===== config.mk =====
export PLATFORM = sky130hd
export DESIGN_NAME = gray_conv_scheduler
export DESIGN_NICKNAME = d
export VERILOG_FILES = /design/src/rtl/gray_conv_scheduler.sv
export SDC_FILE = /design/constraint.sdc
export NUM_CORES = 1
export LEC_CHECK = 0
export CORE_MARGIN = 2
export CORE_UTILIZATION = 41
export DETAILED_ROUTE_END_ITERATION = 7
export GPL_TIMING_DRIVEN = 0
export PLACE_DENSITY_LB_ADDON = 0.2
export SYNTH_ARGS = -nofsm -noshare
export SYNTH_HDL_FRONTEND = slang
export SYNTH_SLANG_ARGS = --single-unit

===== constraint.sdc =====
create_clock -name clk -period 1.2 [get_ports clk]
set_clock_uncertainty 0.1 [all_clocks]
set_input_delay 0.3 -clock clk [delete_from_list [all_inputs] [get_ports clk]]
set_output_delay 0.3 -clock clk [all_outputs]
set_load 0.05 [all_outputs]

===== src/rtl/gray_conv_scheduler.sv =====
// -----------------------------------------------------------------------------
// gray_conv_scheduler
//
// Shares one bit-serial Gray-to-binary converter between two requesters.
// A round-robin arbiter picks one request while idle. The Gray word is then
// converted MSB first, one bit per cycle. The binary word is presented to a
// single consumer, tagged with the ID of the requester that owns it.
//
// Word ports use [0:WIDTH-1] indexing, with index 0 as the MSB.
//
// Ports:
//   clk         rising-edge clock
//   rst         synchronous, active-high reset
//   req0_valid  requester 0 presents a Gray word
//   req0_gray   requester 0 Gray word
//   req0_ready  requester 0 word accepted this cycle (combinational)
//   req1_valid  requester 1 presents a Gray word
//   req1_gray   requester 1 Gray word
//   req1_ready  requester 1 word accepted this cycle (combinational)
//   res_valid   converted result available (registered)
//   res_ready   consumer takes the result
//   res_bin     binary result (registered)
//   res_id      owner of res_bin (registered)
//   busy        high whenever the engine is not idle (combinational)
// -----------------------------------------------------------------------------
module gray_conv_scheduler #(
  parameter int WIDTH = 4
) (
  input  logic             clk,
  input  logic             rst,
  input  logic             req0_valid,
  input  logic [0:WIDTH-1] req0_gray,
  output logic             req0_ready,
  input  logic             req1_valid,
  input  logic [0:WIDTH-1] req1_gray,
  output logic             req1_ready,
  output logic             res_valid,
  input  logic             res_ready,
  output logic [0:WIDTH-1] res_bin,
  output logic             res_id,
  output logic             busy
);

  localparam int CW = (WIDTH > 2) ? $clog2(WIDTH) : 1;
  localparam logic [CW-1:0] LAST_BIT = CW'(WIDTH - 1);

  typedef enum logic [1:0] {
    IDLE = 2'd0,
    CONV = 2'd1,
    HOLD = 2'd2
  } state_t;

  state_t           state_q,     state_d;
  logic             prio_q,      prio_d;
  logic [CW-1:0]    cnt_q,       cnt_d;
  logic [0:WIDTH-1] shift_q,     shift_d;
  logic             acc_q,       acc_d;
  logic             res_valid_q, res_valid_d;
  logic [0:WIDTH-1] res_bin_q,   res_bin_d;
  logic             res_id_q,    res_id_d;

  logic             gnt_any;
  logic             gnt_id;
  logic             conv_bit;

  // ---------------------------------------------------------------------------
  // Arbitration
  // When both requesters are valid, prio selects the winner. When only one is
  // valid, it wins, so the ID is simply req1_valid. The ready outputs are
  // decoded from IDLE only, so a grant can never be issued in CONV or HOLD.
  // ---------------------------------------------------------------------------
  always_comb begin
    gnt_any    = req0_valid | req1_valid;
    gnt_id     = (req0_valid & req1_valid) ? prio_q : req1_valid;
    req0_ready = (state_q == IDLE) & gnt_any & ~gnt_id;
    req1_ready = (state_q == IDLE) & gnt_any &  gnt_id;
    busy       = (state_q != IDLE);
  end

  // The current Gray bit always sits at shift_q[0]. The word shifts toward
  // the MSB end once per CONV cycle. The accumulator holds the previously
  // produced binary bit, so each result bit is the XOR prefix of the Gray word.
  assign conv_bit = acc_q ^ shift_q[0];

  // ---------------------------------------------------------------------------
  // Next-state and datapath
  // ---------------------------------------------------------------------------
  always_comb begin
    state_d     = state_q;
    prio_d      = prio_q;
    cnt_d       = cnt_q;
    shift_d     = shift_q;
    acc_d       = acc_q;
    res_valid_d = res_valid_q;
    res_bin_d   = res_bin_q;
    res_id_d    = res_id_q;

    unique case (state_q)
      IDLE: begin
        if (gnt_any) begin
          state_d  = CONV;
          prio_d   = ~gnt_id;
          shift_d  = gnt_id ? req1_gray : req0_gray;
          res_id_d = gnt_id;
          acc_d    = 1'b0;
          cnt_d    = '0;
        end
      end

      CONV: begin
        res_bin_d[cnt_q] = conv_bit;
        acc_d            = conv_bit;
        shift_d          = {shift_q[1:WIDTH-1], 1'b0};
        if (cnt_q == LAST_BIT) begin
          state_d     = HOLD;
          res_valid_d = 1'b1;
        end else begin
          cnt_d = cnt_q + 1'b1;
        end
      end

      HOLD: begin
        // The result stays frozen until the consumer takes it. Arbitration
        // resumes in the following IDLE cycle, not on this edge.
        if (res_ready) begin
          state_d     = IDLE;
          res_valid_d = 1'b0;
        end
      end

      default: begin
        state_d     = IDLE;
        res_valid_d = 1'b0;
      end
    endcase
  end

  // ---------------------------------------------------------------------------
  // State registers
  // ---------------------------------------------------------------------------
  always_ff @(posedge clk) begin
    if (rst) begin
      state_q     <= IDLE;
      prio_q      <= 1'b0;
      cnt_q       <= '0;
      shift_q     <= '0;
      acc_q       <= 1'b0;
      res_valid_q <= 1'b0;
      res_bin_q   <= '0;
      res_id_q    <= 1'b0;
    end else begin
      state_q     <= state_d;
      prio_q      <= prio_d;
      cnt_q       <= cnt_d;
      shift_q     <= shift_d;
      acc_q       <= acc_d;
      res_valid_q <= res_valid_d;
      res_bin_q   <= res_bin_d;
      res_id_q    <= res_id_d;
    end
  end

  assign res_valid = res_valid_q;
  assign res_bin   = res_bin_q;
  assign res_id    = res_id_q;

endmodule


==> reports/metrics.yaml <==
hold_buffers: 0
synth_cells: 79
gp_congestion: 0.712
crit_arrival_ps: 1150
design.die.area_um2: 2230
io_pins: 22
cp-end-kind: "primary output"
crit_required_ps: 800
cp_top_family: "flip-flops"
vias_per_cell: 5.18
final_max_slew_viol_count: 0
finalWorstSetupSlack_ps: -354
cts_buffers: 3
p_comb_frac: 0.314
drc: 0
fin_crit_sh: 1.30
clk_pin_slew_ps: 110
layout_common_cells: "14 x buf_4, 9 x clkdlybuf4s50_1, 8 x nor2_1, 8 x buf_8, 7 x dfxtp_2"
hpwl_mm: 1.20
p_int_mw: 0.970
clkPwrFrac: 0.262
path_buf_inv: 1
io_buffers: 20
ys_seq_elements: 16
placed_cell_area_um2: 1050
drt_first_pass_iters: 4
cp_max_fo: 4
num_vias: 741
setup_viol: 19
hold_violations: 0
violations: "setup timing"
p_sw_mw: 0.439
synth_fp_nets: 96
clk_path_buf_depth: 2
p_seq_frac: 0.425
diodes: 0
synth_cell_types: 27
core_um2: 1750
clockRootBuffer: "clkbuf_4"
syn_to_final_growth_pct: 75.7
path_class: "flip-flop to primary output"
tightest_slew_ps: 425
drtIter0Drc: 5
grt_max_degree: 11
crit_slowest_cell: "dfxtp_4"
die_w_um: 47.3
crit_path_start_kind: "flip-flop"
fmax_ghz: 0.643
power.density_nw_per_um2: 1050
routed_wirelength_mm: 2.00
switching_share: 0.312
yosys_warnings: 0
final_net_count: 136
placedCellCount: 124
status: "finished, violations left"
min_path_type: "primary input to flip-flop"
finalInstanceArea_um2: 1350
whs_ps: 336
antenna_found_initial: 0
final_antenna_net_count: 0
stdcell_count: 143
rows: 15
min_period_ps: 1550
yosys.area.top_type: "dfxtp_1"
track_usage: 0.205
clock_sinks: 16
drive_gt1_frac: 0.593
slowest_delay_ps: 360
grt_pass1_wl_mm: 3.14
seq_area_frac_synth: 0.418
maxCapViolCount: 0
yosys-top-cells-area: "dfxtp_1 42%, ha_1 6.5%, mux2i_1 6.5%, a21oi_1 5.2%, a22oi_1 4.9%"
rsz0062_at_grt: "yes"
final_common_cell: "buf_4"
peakVddDrop_v: 0.000749
cts_tree: "yes"
final_core_util: 0.772
wl_per_cell_um: 14.0
synth_area_um2: 767
grt_pass1_vias: 755
syn_area_per_cell_um2: 9.71
grt-ovfl-total: 0
cts_max_level: 1
clkLatencyLatePin_ps: 300
die_h_um: 47.3
path_cells: "nor2_4 -> nand2_4 -> nor2b_4 -> buf_8"
relSlewSlack: 0.717
start_util: 0.439
synth_top_area_frac: 0.418
p_leak_nw: 0.546
[per-stage QoR]
step / setup WS, ps / setup TNS, ps / total power [mW]
floorplan: -82.3 / -163 / 0.828
global placement: -1400 / -11090 / 0.930
detailed placement: -1420 / -11410 / 0.935
CTS: -358 / -1630 / 1.39
global route: -416 / -2980 / 1.49
finish: -354 / -1910 / 1.41
[power groups by stage]
stage	registers [mW]	clock network, mW	logic [mW]
3_3_place_gp	0.609	0	0.321
4_1_cts	0.600	0.373	0.416
5_1_grt	0.603	0.412	0.471
6_report	0.598	0.369	0.442
3_5_place_dp	0.610	0	0.325
2_1_floorplan	0.635	0	0.193
[what timing repair did]
action / 4_1_cts / 5_1_grt
gates resized for setup: 94 / 13
pin swaps: 8 / 7
setup buffers: 12 / 4
endpoints found under the setup margin: 21 / 23
cloned: 1 / 0
[synth_stat cells (all sizes together)]
| cell type | instances |
|---|---|
| a22oi | 5 |
| a21oi | 10 |
| ha | 4 |
| or2 | 3 |
| nor3b | 1 |
| clkbuf | 2 |
| o21bai | 1 |
| nor2 | 9 |
| nand3 | 1 |
| o211a | 1 |
| xnor2 | 1 |
| o21ai | 1 |
| buf | 1 |
| nand2 | 3 |
| o22ai | 4 |
| nor3 | 1 |
| mux2i | 5 |
| dfxtp | 16 |
| nor2b | 2 |
| a311oi | 4 |
| inv | 4 |
[kinds of logic after synthesis]
kind of cell    after synthesis  share of synthesized area
compound gates               26                      0.245
xor+xnor                      1                     0.0114
fa+ha+maj                     4                     0.0653
buf+inv                       7                     0.0440
flops                        16                      0.418
mux                           5                     0.0653
simple gates                 20                      0.152
[area by class of cell]
cell class                      instances  area, µm²
Multi-Input combinational cell         56        531
Fill cell                             128        398
Timing Repair Buffer                   35        358
Sequential cell                        16        344
Clock buffer                            4       36.3
Tap cell                               25       31.3
Inverter                                4       27.5
Buffer                                  3       20.0
[state kept, by name, indices dropped and copies added (netlist names)]
name and count:
acc_q 1, cnt_q 2, prio_q 1, res_bin 4, res_id 1, res_valid 1, shift_q 4, state_q 2
[worst register-to-register path, cell delays in order (launching register included)]
cell and delay, ps:
dfxtp_4 360, nor2_4 170, nand2_4 80, buf_4 140, or2_4 280, o22ai_2 120
[routing by layer]
| layer | global-route usage | vias up | routed length, µm |
|---|---|---|---|
| met5 | 0 | - | 0 |
| met4 | 0.0667 | 0 | 13 |
| met3 | 0.0731 | 2 | 76 |
| met2 | 0.368 | 18 | 1120 |
| met1 | 0.222 | 357 | 786 |
| li1 | - | 364 | - |
[path summary, 6_finish.rpt]
check	startpoint	to	slack (ps)	cells past startpoint
setup / recovery	state_q[0]$_SDFFE_PP0P_	req0_ready	-350	4
hold reg to reg	acc_q$_SDFFE_PP0P_	acc_q$_SDFFE_PP0P_	400	2
setup reg to reg	state_q[0]$_SDFFE_PP0P_	shift_q[1]$_SDFFE_PP0P_	-110	5
hold / removal	rst	res_bin[0]$_SDFFE_PP0P_	340	2
Note: power is estimated with default switching activity, not from simulation.
